## src/rtl/pwm_pkg.sv

```systemverilog
// Shared definitions for the PWM generator and its duty-ramp controller.
// Holds the ramp FSM state encoding and the default duty geometry
// (10-step duty, 4-bit values, 50% start point).
package pwm_pkg;

  localparam int DUTY_W_DEF    = 4;
  localparam int DUTY_MAX_DEF  = 10;
  localparam int DUTY_INIT_DEF = 5;

  typedef enum logic [1:0] {
    IDLE      = 2'd0,
    RAMP_UP   = 2'd1,
    RAMP_DOWN = 2'd2
  } ramp_state_e;

endpackage

```

## src/rtl/pwm_btn_debounce.sv

```systemverilog
// Push-button conditioner: 2-FF synchronizer, two-sample debounce filter
// and rising-edge press detector.
//
// Ports:
//   clk          system clock
//   rst_n        asynchronous active-low reset
//   sample_tick  one-clk strobe from the shared debounce divider
//   btn_raw      raw, asynchronous button level
//   press        one-clk pulse on each debounced press
module pwm_btn_debounce (
  input  logic clk,
  input  logic rst_n,
  input  logic sample_tick,
  input  logic btn_raw,
  output logic press
);

  logic sync_meta;
  logic sync_q;
  logic sample_prev;
  logic level;
  logic level_prev;

  // NOTE: sequential state uses non-blocking assignments so every flop
  // samples the pre-edge value of its source, e.g. sync_q takes the old
  // sync_meta rather than the btn_raw that sync_meta just captured.
  always_ff @(posedge clk or negedge rst_n) begin
    if (!rst_n) begin
      sync_meta   <= 1'b0;
      sync_q      <= 1'b0;
      sample_prev <= 1'b0;
      level       <= 1'b0;
      level_prev  <= 1'b0;
    end else begin
      sync_meta  <= btn_raw;
      sync_q     <= sync_meta;
      level_prev <= level;
      if (sample_tick) begin
        sample_prev <= sync_q;
        // The level only moves on two agreeing samples; a mixed pair holds it.
        if (sync_q && sample_prev) begin
          level <= 1'b1;
        end else if (!sync_q && !sample_prev) begin
          level <= 1'b0;
        end
      end
    end
  end

  assign press = level & ~level_prev;

endmodule

```

## src/rtl/pwm_duty_ramp_ctrl.sv

```systemverilog
// Duty-cycle sequencer in front of the PWM generator. A target duty comes
// from a valid/ready command port or from inc/dec push-buttons; the applied
// duty walks toward it one step per RAMP_PERIODS PWM periods, changing only
// on the clk edge that samples period_end.
//
// Ports:
//   clk, rst_n   clock, asynchronous active-low reset
//   en           controller enable (0 freezes duty/target, forces IDLE)
//   btn_inc/dec  raw asynchronous buttons
//   cmd_valid    command valid; cmd_target is the requested duty
//   cmd_ready    high when a command can be taken (enabled and IDLE)
//   period_end   one-clk pulse at each PWM period wrap
//   duty_out     registered duty applied to the PWM generator
//   target       registered target duty
//   ramping      FSM is in RAMP_UP or RAMP_DOWN
//   at_max       duty_out == DUTY_MAX
//   at_min       duty_out == 0
module pwm_duty_ramp_ctrl
  import pwm_pkg::*;
#(
  parameter int DUTY_W       = DUTY_W_DEF,
  parameter int DUTY_MAX     = DUTY_MAX_DEF,
  parameter int DUTY_INIT    = DUTY_INIT_DEF,
  parameter int RAMP_PERIODS = 4,
  parameter int DEB_DIV      = 4
) (
  input  logic              clk,
  input  logic              rst_n,
  input  logic              en,
  input  logic              btn_inc,
  input  logic              btn_dec,
  input  logic              cmd_valid,
  input  logic [DUTY_W-1:0] cmd_target,
  output logic              cmd_ready,
  input  logic              period_end,
  output logic [DUTY_W-1:0] duty_out,
  output logic [DUTY_W-1:0] target,
  output logic              ramping,
  output logic              at_max,
  output logic              at_min
);

  localparam int DIV_W = (DEB_DIV > 1) ? $clog2(DEB_DIV) : 1;
  localparam int CNT_W = 8;

  localparam logic [DIV_W-1:0]  DIV_LAST   = DIV_W'(DEB_DIV - 1);
  localparam logic [CNT_W-1:0]  CNT_LAST   = CNT_W'(RAMP_PERIODS - 1);
  localparam logic [DUTY_W-1:0] DUTY_MAX_V = DUTY_W'(DUTY_MAX);
  localparam logic [DUTY_W-1:0] DUTY_INIT_V = DUTY_W'(DUTY_INIT);

  // Shared debounce sample divider.
  logic [DIV_W-1:0] div_cnt;
  logic             sample_tick;

  assign sample_tick = (div_cnt == DIV_LAST);

  always_ff @(posedge clk or negedge rst_n) begin
    if (!rst_n) begin
      div_cnt <= '0;
    end else if (sample_tick) begin
      div_cnt <= '0;
    end else begin
      div_cnt <= div_cnt + 1'b1;
    end
  end

  logic inc_press;
  logic dec_press;

  pwm_btn_debounce u_deb_inc (
    .clk         (clk),
    .rst_n       (rst_n),
    .sample_tick (sample_tick),
    .btn_raw     (btn_inc),
    .press       (inc_press)
  );

  pwm_btn_debounce u_deb_dec (
    .clk         (clk),
    .rst_n       (rst_n),
    .sample_tick (sample_tick),
    .btn_raw     (btn_dec),
    .press       (dec_press)
  );

  ramp_state_e       state;
  ramp_state_e       state_next;
  logic [CNT_W-1:0]  cnt;
  logic [CNT_W-1:0]  cnt_next;
  logic [DUTY_W-1:0] duty_next;
  logic [DUTY_W-1:0] target_next;
  logic [DUTY_W-1:0] cmd_clamped;
  logic              handshake;
  logic              up_wanted;
  logic              dn_wanted;

  assign cmd_ready   = en & (state == IDLE);
  assign handshake   = cmd_valid & cmd_ready;
  assign cmd_clamped = (cmd_target > DUTY_MAX_V) ? DUTY_MAX_V : cmd_target;
  assign up_wanted   = (target > duty_out);
  assign dn_wanted   = (target < duty_out);

  // Target update. A handshake wins over any coincident press; inc and
  // dec together cancel out.
  always_comb begin
    target_next = target;
    if (handshake) begin
      target_next = cmd_clamped;
    end else if (en && inc_press && !dec_press) begin
      target_next = (target >= DUTY_MAX_V) ? DUTY_MAX_V : target + 1'b1;
    end else if (en && dec_press && !inc_press) begin
      target_next = (target == '0) ? '0 : target - 1'b1;
    end
  end

  // Ramp FSM. Direction is re-evaluated every cycle against the registered
  // target/duty, so a reversal or arrival takes effect one clk later and
  // always restarts the period count. A step can never leave 0..DUTY_MAX:
  // RAMP_UP only steps while duty_out < target <= DUTY_MAX, and RAMP_DOWN
  // only while duty_out > target >= 0.
  // NOTE: every signal driven here gets a default before the case so no
  // path leaves it unassigned, which would infer a latch.
  always_comb begin
    state_next = state;
    cnt_next   = cnt;
    duty_next  = duty_out;
    if (!en) begin
      state_next = IDLE;
      cnt_next   = '0;
    end else begin
      unique case (state)
        IDLE: begin
          if (up_wanted) begin
            state_next = RAMP_UP;
            cnt_next   = '0;
          end else if (dn_wanted) begin
            state_next = RAMP_DOWN;
            cnt_next   = '0;
          end
        end
        RAMP_UP: begin
          if (!up_wanted) begin
            state_next = dn_wanted ? RAMP_DOWN : IDLE;
            cnt_next   = '0;
          end else if (period_end) begin
            if (cnt == CNT_LAST) begin
              duty_next = duty_out + 1'b1;
              cnt_next  = '0;
            end else begin
              cnt_next = cnt + 1'b1;
            end
          end
        end
        RAMP_DOWN: begin
          if (!dn_wanted) begin
            state_next = up_wanted ? RAMP_UP : IDLE;
            cnt_next   = '0;
          end else if (period_end) begin
            if (cnt == CNT_LAST) begin
              duty_next = duty_out - 1'b1;
              cnt_next  = '0;
            end else begin
              cnt_next = cnt + 1'b1;
            end
          end
        end
        default: begin
          state_next = IDLE;
          cnt_next   = '0;
        end
      endcase
    end
  end

  always_ff @(posedge clk or negedge rst_n) begin
    if (!rst_n) begin
      state    <= IDLE;
      cnt      <= '0;
      duty_out <= DUTY_INIT_V;
      target   <= DUTY_INIT_V;
    end else begin
      state    <= state_next;
      cnt      <= cnt_next;
      duty_out <= duty_next;
      target   <= target_next;
    end
  end

  assign ramping = (state != IDLE);
  assign at_max  = (duty_out == DUTY_MAX_V);
  assign at_min  = (duty_out == '0);

endmodule

```

## config.mk

```make
export PLATFORM = sky130hd
export DESIGN_NAME = pwm_duty_ramp_ctrl
export DESIGN_NICKNAME = d
export VERILOG_FILES = /design/src/rtl/pwm_pkg.sv /design/src/rtl/pwm_btn_debounce.sv /design/src/rtl/pwm_duty_ramp_ctrl.sv
export SDC_FILE = /design/constraint.sdc
export NUM_CORES = 1
export LEC_CHECK = 0
export ABC_AREA = 0
export CAP_MARGIN = 20
export CORE_UTILIZATION = 39
export CTS_CLUSTER_SIZE = 14
export DETAILED_ROUTE_END_ITERATION = 10
export MAX_ROUTING_LAYER = met4
export PLACE_DENSITY = 0.63
export SYNTH_ARGS = -nofsm -noshare
export SYNTH_HDL_FRONTEND = slang
export SYNTH_SLANG_ARGS = --single-unit
```

## constraint.sdc

```tcl
create_clock -name clk -period 6.62 [get_ports clk]
set_clock_uncertainty 0.15 [all_clocks]
set_input_delay 0.993 -clock clk [delete_from_list [all_inputs] [get_ports clk]]
set_output_delay 0.993 -clock clk [all_outputs]
set_load 0.01 [all_outputs]
```

### After elaboration in Yosys (flattened, before gate mapping)

Index checks and enable logic that the tools add are counted.
W data, S select, Z words.

* flip-flop bits (word level): 30
* bits in latches: 0
* bits in writable memories: 0
* ROM bits: 0
* input port bits: 11
* output and inout bits: 12
* logic and storage cells: 105
* memories kept: 0

* add/subtract/negate cells: 6
* $mul: 0
* divide/modulo/power cells: 0
* $lt $le $gt $ge: 4
* equal/unequal tests: 14
* shift operators: 0
* multiplexer cells: 34
* bitwise operators: 6
* reductions and logical operators: 26

Operator list (count)
* $mux W8: 7
* $mux W4: 12
* $pmux W8 S3: 1
* $mux W2: 7
* $ne A2 B2 Y1 const B: 6
* $add A4 B1 Y4 const B: 2
* $add A8 B1 Y8 const B: 1
* $eq A8 B2 Y1 const B: 1
* $logic_and A1 B1 Y1: 8
* $logic_not A4 Y1: 2
* $pmux W4 S2: 1
* $reduce_and A8 Y1: 1
* $reduce_bool A2 Y1: 4
* $sub A4 B1 Y4 const B: 2
* $logic_not A1 Y1: 6
* $ne A3 B3 Y1 const B: 2
* $pmux W2 S3: 1
* $mux W1: 5
* $and A1 B1 Y1: 4
* $eq A2 B2 Y1 const B: 2
* $eq A4 B4 Y1 const B: 1
* $ge A4 B4 Y1 const B: 1
* $gt A4 B4 Y1: 1
* $gt A4 B4 Y1 const B: 1
* other kinds (9): 11

### Depth between registers and ports, before layout

Gate-level depths: netlist of run 1.

* depth in word-level cells: 7
* gate-level depth with buffers: 8
* mapped depth without buffers: 8

### Hierarchy

Synthesis of run 1 repeated with hierarchy kept, for this count alone.

* cell total of the unflattened synthesis: 194
* area total of the unflattened synthesis: 1934.4 µm²

Modules (own cells, without submodules)
* pwm_duty_ramp_ctrl: instances 1, cells each 174, area each 1566.5 µm², sequential area each 505.5 µm²
* pwm_btn_debounce: instances 2, cells each 10, area each 183.9 µm², sequential area each 125.1 µm²

### Worst setup path before layout of run 1

No wires, ideal clock.

* kind: input to output
* start: input en
* end: output cmd_ready
* arrival: 1.298 ns
* data required time: 5.477 ns
* slack: 4.179 ns
* stages on the path: 2
* path buffers: 0
* cells stage by stage: inv_1 -> nor2_1

* cells in the longest elaborated chain, start to end: 1

Ends and longest elaborated chain
* start: declaration: line pwm_duty_ramp_ctrl.sv:29 `input logic en,`
* $and A1 B1 Y1: line pwm_duty_ramp_ctrl.sv:97 `assign cmd_ready = en & (state == IDLE);`
* end: declaration: line pwm_duty_ramp_ctrl.sv:34 `output logic cmd_ready,`

No other way between the ends.

### Worst setup path in the final report of run 1

Same ends and word-level chain as after synthesis.

==> impl_metrics.tcl, run 1 <==
set metrics [dict create \
    min_period_over_period_pct 55.27 \
    p_int_mw 0.4183 \
    drt_iter0_markers 61 \
    synth-xor-area-share_pct 2.276 \
    critical_path.slowest_cell "clkdlybuf4s50_1" \
    crit_path_end_kind "output pin" \
    grt_pass1_vias 1485 \
    worstHoldPathType "reg -> reg" \
    rows 25 \
    synth_edf_count 0 \
    area_growth_pct 21.00 \
    power.total_mw 0.6767 \
    gp_congestion 0.8856 \
    pin_count 23 \
    min_period_ns 3.659 \
    ys_seq_area_share_pct 39.27 \
    yosys_warnings 0 \
    drive_gt1_share_pct 14.35 \
    netlist_instances 186 \
    crit_fanout 5 \
    switching_share_pct 38.19 \
    grt_overflow 0 \
    synth_compound_area_share_pct 20.22 \
    tns_ns 0 \
    status "finished, final reports clean" \
    cts_resized 0 \
    power_frac_seq_pct 35.7 \
    core-area_um2 4723 \
    max_cap_viol_count 0 \
    synthAdderAreaFrac_pct 12.74 \
    yosys.area_share.simple_pct 17.17 \
    grt_max_degree 31 \
    clk_latency_ns 0.28 \
    hold_violations 0 \
    async_reset_ff_share_pct 100.0 \
    synth_area_um2 1924 \
    routed_wl_um 3774 \
    synth_fp_nets 216 \
    ys_types 54 \
    start_util_pct 40.74 \
    cp_cell_sequence "clkdlybuf4s50_1 > inv_1 > nor2_1 > clkdlybuf4s50_1" \
    timing.final.ws_setup_ns 2.961 \
    pwr-share-comb_pct 41.2 \
    diodes 0 \
    power.leakage_nw 1.000 \
    path_buf_inv 3 \
    start_kind "input pin" \
    post_cts_buffers 0 \
    cts_tree "done" \
    crit_type "in -> out" \
    slew_viol_final 0 \
    ctsHoldBuffers 0 \
    max_stage_delay_ns 0.59 \
    avgRoutedWirePerCell_um 13.34 \
    cp.arrival_ns 2.52 \
    power_density_nw_per_um2 290.6 \
    via_count 1501 \
    clkPwrFrac_pct 23.1 \
    root_buffer "clkbuf_8" \
    required_ns 5.48 \
    nFillCells 446 \
    pre_cts_slack_ns 2.978 \
    track_usage_pct 16.71 \
    muxShareOfSynthArea_pct 5.462 \
    synth_top_area_share_pct 33.81 \
    num-nets-final 245 \
    firstDrtPassIters 6 \
    ctsHtreeMaxLevel 2 \
    cts_made_buffers 5 \
    drcViolationCount 0 \
    cts_sinks 30 \
    path_clk_slew_ns 0.07 \
    dieArea_um2 5219 \
    hold_slack_ns 0.2052 \
    max_freq_mhz 273.3 \
    tightest_slew_ns 0.5846 \
    antenna_found_initial 0 \
    clock_path_buffers 2 \
    grt_pass1_wl_um 6568 \
    slew_headroom_pct 61.02 \
    ys_seq_elements 30 \
    viasPerCell 5.304 \
    antenna_left 0 \
    synth_area_per_cell_um2 10.35 \
    post-dp-hpwl_um 2774 \
    portBuffers 22 \
    synth_top_family_by_area "compound AO/OA/AOI/OAI gates" \
    die_x_um 72.25 \
    die_h_um 72.25 \
    path_common_cell "clkdlybuf4s50_1" \
    setup_violations 0 \
    synth_ff_type "dfrtp_1" \
    power.switching_mw 0.2584 \
    rsz0062_at_grt "false" \
    yosysTopAreaCell "dfrtp_1" \
    peakVddDrop_v 0.0001914 \
    ys_top_cells_by_area "dfrtp_1, ha_1, dfstp_2, mux2i_1, nand2_1" \
    cpLargestDelayFamily "buffers and inverters" \
]
## routing by layer
layer	up-vias	track usage, %	wire [um]
met5	-	-	0
met4	0	4.793	17
met3	2	4.028	133
met2	33	25.75	1738
met1	714	21.93	1885
li1	752	-	-
## synthesized netlist by cell type, drive strengths merged, types with 5 or more instances
master   n
nor2b    5
o21ai   10
dfrtp   26
nor2     7
ha      18
inv     12
nand2   16
nor3     6
or2      5
a21oi    7
mux2i    6
a22o     7
## power by group through the flow
stage / clock network, mW / registers [mW] / logic [mW]
after floorplan: 0 / 0.241 / 0.190
after global placement: 0 / 0.246 / 0.274
after detailed placement: 0 / 0.245 / 0.277
after CTS: 0.162 / 0.242 / 0.279
after global routing: 0.169 / 0.247 / 0.313
final: 0.157 / 0.242 / 0.279
## final cells by class
class	instances	area, um2	area share, %
well taps	67	83.83	3.600
clock inverters	2	12.51	0.5373
flip-flops and latches	30	755.7	32.46
inverters	12	45.04	1.934
multi-input cells	142	1114	47.82
clock buffers	6	82.58	3.546
repair buffers	24	235.2	10.10
## cell usage in the layout, fill, tap and decap left out, types with 2 or more instances in the layout
master	count
nor3_1	6
nor2_1	7
clkdlybuf4s50_1	22
nand3_1	2
or2_2	4
a21oi_1	6
nand4_1	3
xnor2_1	4
or3_1	3
nor4_1	3
o21ai_1	4
nand2b_1	2
inv_1	12
nand2_1	16
nor2b_1	5
o31ai_1	2
clkbuf_8	6
mux2i_1	6
o21ai_0	6
a22o_1	6
dfrtp_1	26
a21o_1	2
ha_1	18
mux2_2	4
dfstp_2	4
o211ai_1	2
a31oi_1	3
## sequential cells by signal, indices dropped and copies added, names as in the netlist, 2 cells and up
register and count:
cnt 8, div_cnt 2, duty_out 4, state 2, target 4
## per-stage QoR
stage	area [um2]	util, %	instances
after floorplan	1924	-	186
after global routing	2328	49.30	283
after detailed placement	2226	47.13	274
after CTS	2321	49.14	282
final	2328	49.30	283
after global placement	2226	47.13	274
## cell families (layout without fill, tap and decap cells)
| logic type | count (synthesis) | after routing |
|---|---|---|
| adders and majority gates | 19 | 19 |
| DFF | 30 | 30 |
| and+or+nand+nor | 59 | 59 |
| AOI/OAI and AO/OA | 49 | 49 |
| buffers and inverters | 14 | 44 |
| xor gates and xnor gates | 5 | 5 |
| muxes | 10 | 10 |
## path summary, 6_finish.rpt
path	from	cells past startpoint	to	slack, ns
max	en	4	cmd_ready	2.96
min	u_deb_dec.sync_meta	0	u_deb_dec.sync_q	0.21
max reg2reg	duty_out[1]	7	duty_out[1]	4.10
min reg2reg	u_deb_dec.sync_meta	0	u_deb_dec.sync_q	0.21
max in group asynchronous	rst_n	2	duty_out[2]	5.03
min in group asynchronous	rst_n	2	target[1]	0.96
Note: power is estimated with default switching activity, not from simulation.
==> run 2, diff against run 1 <==
PLACE_DENSITY = 0.65   (was 0.63)
clock period = 3.2 ns   (was 6.62 ns; I/O delays follow)
==> run 2 against run 1 <==
Compared with the run above:
- hold slack gained 0.0081 ns
- highest routed layer unchanged
- setup slack lost 2.4 ns
- via count shrank 1.9%
- die area is the same
- combinational power grew 110%
- first-iteration DRC count shrank 20%
- register-to-register slack lost 3.4 ns
- global-route usage shrank 0.47 points
- clock-buffer cell count is the same
- non-clock buffer count is the same
- power grew 110%
==> impl_metrics.tcl, run 2 (synthesized netlist as in run 1, its figures left out) <==
set metrics [dict create \
    slew_viol_final 0 \
    firstDrtPassIters 4 \
    rows 25 \
    start_kind "input pin" \
    power_density_nw_per_um2 596.2 \
    cts_sinks 30 \
    crit_type "in -> out" \
    grt_overflow 0 \
    top_register "cnt" \
    drcViolationCount 0 \
    diodes 0 \
    track_usage_pct 16.24 \
    min_period_ns 2.680 \
    pin_count 23 \
    die_h_um 72.25 \
    antenna_found_initial 0 \
    cts_tree "done" \
    root_buffer "clkbuf_8" \
    antenna_left 0 \
    area_growth_pct 21.00 \
    grt_pass1_wl_um 6375 \
    cts_made_buffers 5 \
    cts_resized 0 \
    slew_headroom_pct 63.80 \
    worstHoldPathType "reg -> reg" \
    dieArea_um2 5219 \
    die_x_um 72.25 \
    tns_ns 0 \
    hold_slack_ns 0.2132 \
    post-dp-hpwl_um 2685 \
    gp_congestion 0.7866 \
    max_freq_mhz 373.1 \
    drive_gt1_share_pct 14.35 \
    rsz0062_at_grt "false" \
    gr-usage-met2_pct 24.71 \
    largest_reg_flops 8 \
    layout_commonest_cell "dfrtp_1" \
    post_cts_buffers 0 \
    postLayoutCoreUtil_pct 49.30 \
    top_regs "cnt: 8 flops, duty_out: 4 flops, target: 4 flops" \
    via_count 1473 \
    setup_violations 0 \
    tightest_slew_ns 0.5388 \
    crit_fanout 5 \
    final_cell_mix "dfrtp_1, clkdlybuf4s50_1, ha_1" \
    power.leakage_nw 1.001 \
    power.total_mw 1.388 \
    status "finished, final reports clean" \
    drt_iter0_markers 49 \
    core-area_um2 4723 \
    ctsHtreeMaxLevel 2 \
    ctsHoldBuffers 0 \
    cp.arrival_ns 2.05 \
    met1_usage_pct 20.56 \
    max_cap_viol_count 0 \
    busiest_layer "met2" \
    start_util_pct 40.74 \
    grt_pass1_vias 1403 \
    crit_path_end_kind "output pin" \
    num-nets-final 245 \
    routed_wl_um 3651 \
    hold_violations 0 \
    viasPerCell 5.205 \
    peakVddDrop_v 0.0002964 \
    grtUsageMet3_pct 4.028 \
    min_period_over_period_pct 83.76 \
    nFillCells 452 \
    required_ns 2.57 \
    avgRoutedWirePerCell_um 12.90 \
    portBuffers 22 \
    clock_path_buffers 2 \
    path_clk_slew_ns 0.06 \
    grt_max_degree 31 \
    clk_latency_ns 0.28 \
]
## run 2: cell count changes in the layout (fill, tap and decap cells not counted)
cell,delta
clkbuf_4,-1
buf_4,+1
## run 2: metrics by stage
step                setup slack, ns  cells  instance area (um2)
floorplan                    0.8323    186                 1924
global placement             0.5832    275                 2233
detailed placement           0.5310    275                 2233
CTS                          0.5114    283                 2328
global route                 0.4296    283                 2328
finish                       0.5197    283                 2328
## run 2: cell type report
type	count	area [um2]	area share, %
tap	67	83.83	3.600
timing repair buffer	24	235.2	10.10
inverter	12	45.04	1.934
clock inverter	2	12.51	0.5373
sequential	30	755.7	32.46
clock buffer	6	82.58	3.546
multi-input combinational	142	1114	47.82
## run 2: metal layers
layer / vias to the layer above / share of wire (%) / wire length, um
met5: - / 0 / 0
met3: 9 / 3.8 / 137
met4: 0 / 2.1 / 76
met2: 30 / 45 / 1634
li1: 754 / - / -
met1: 680 / 49 / 1803
## run 2: path summary, 6_finish.rpt
check	start	slack, ns	cells past startpoint	endpoint
max in group asynchronous	rst_n	2.14	2	target[0]
min in group asynchronous	rst_n	0.43	2	cnt[2]
hold / removal	u_deb_dec.sync_meta	0.21	0	u_deb_dec.sync_q
hold reg to reg	u_deb_dec.sync_meta	0.21	0	u_deb_dec.sync_q
setup reg to reg	duty_out[1]	0.72	7	duty_out[1]
setup / recovery	en	0.52	4	cmd_ready
## run 2: report_power, final
group / total, mW / internal (mW) / leakage, nW / switching [mW]
registers: 0.499 / 0.434 / 0.364 / 0.0657
logic: 0.572 / 0.258 / 0.590 / 0.314
clock network: 0.316 / 0.173 / 0.0472 / 0.144
total: 1.39 / 0.864 / 1.00 / 0.524
## run 2: worst max-delay path: stages
cell and delay (ns):
clkdlybuf4s50_1 0.59, inv_1 0.15, nor2_1 0.25, clkdlybuf4s50_1 0.59
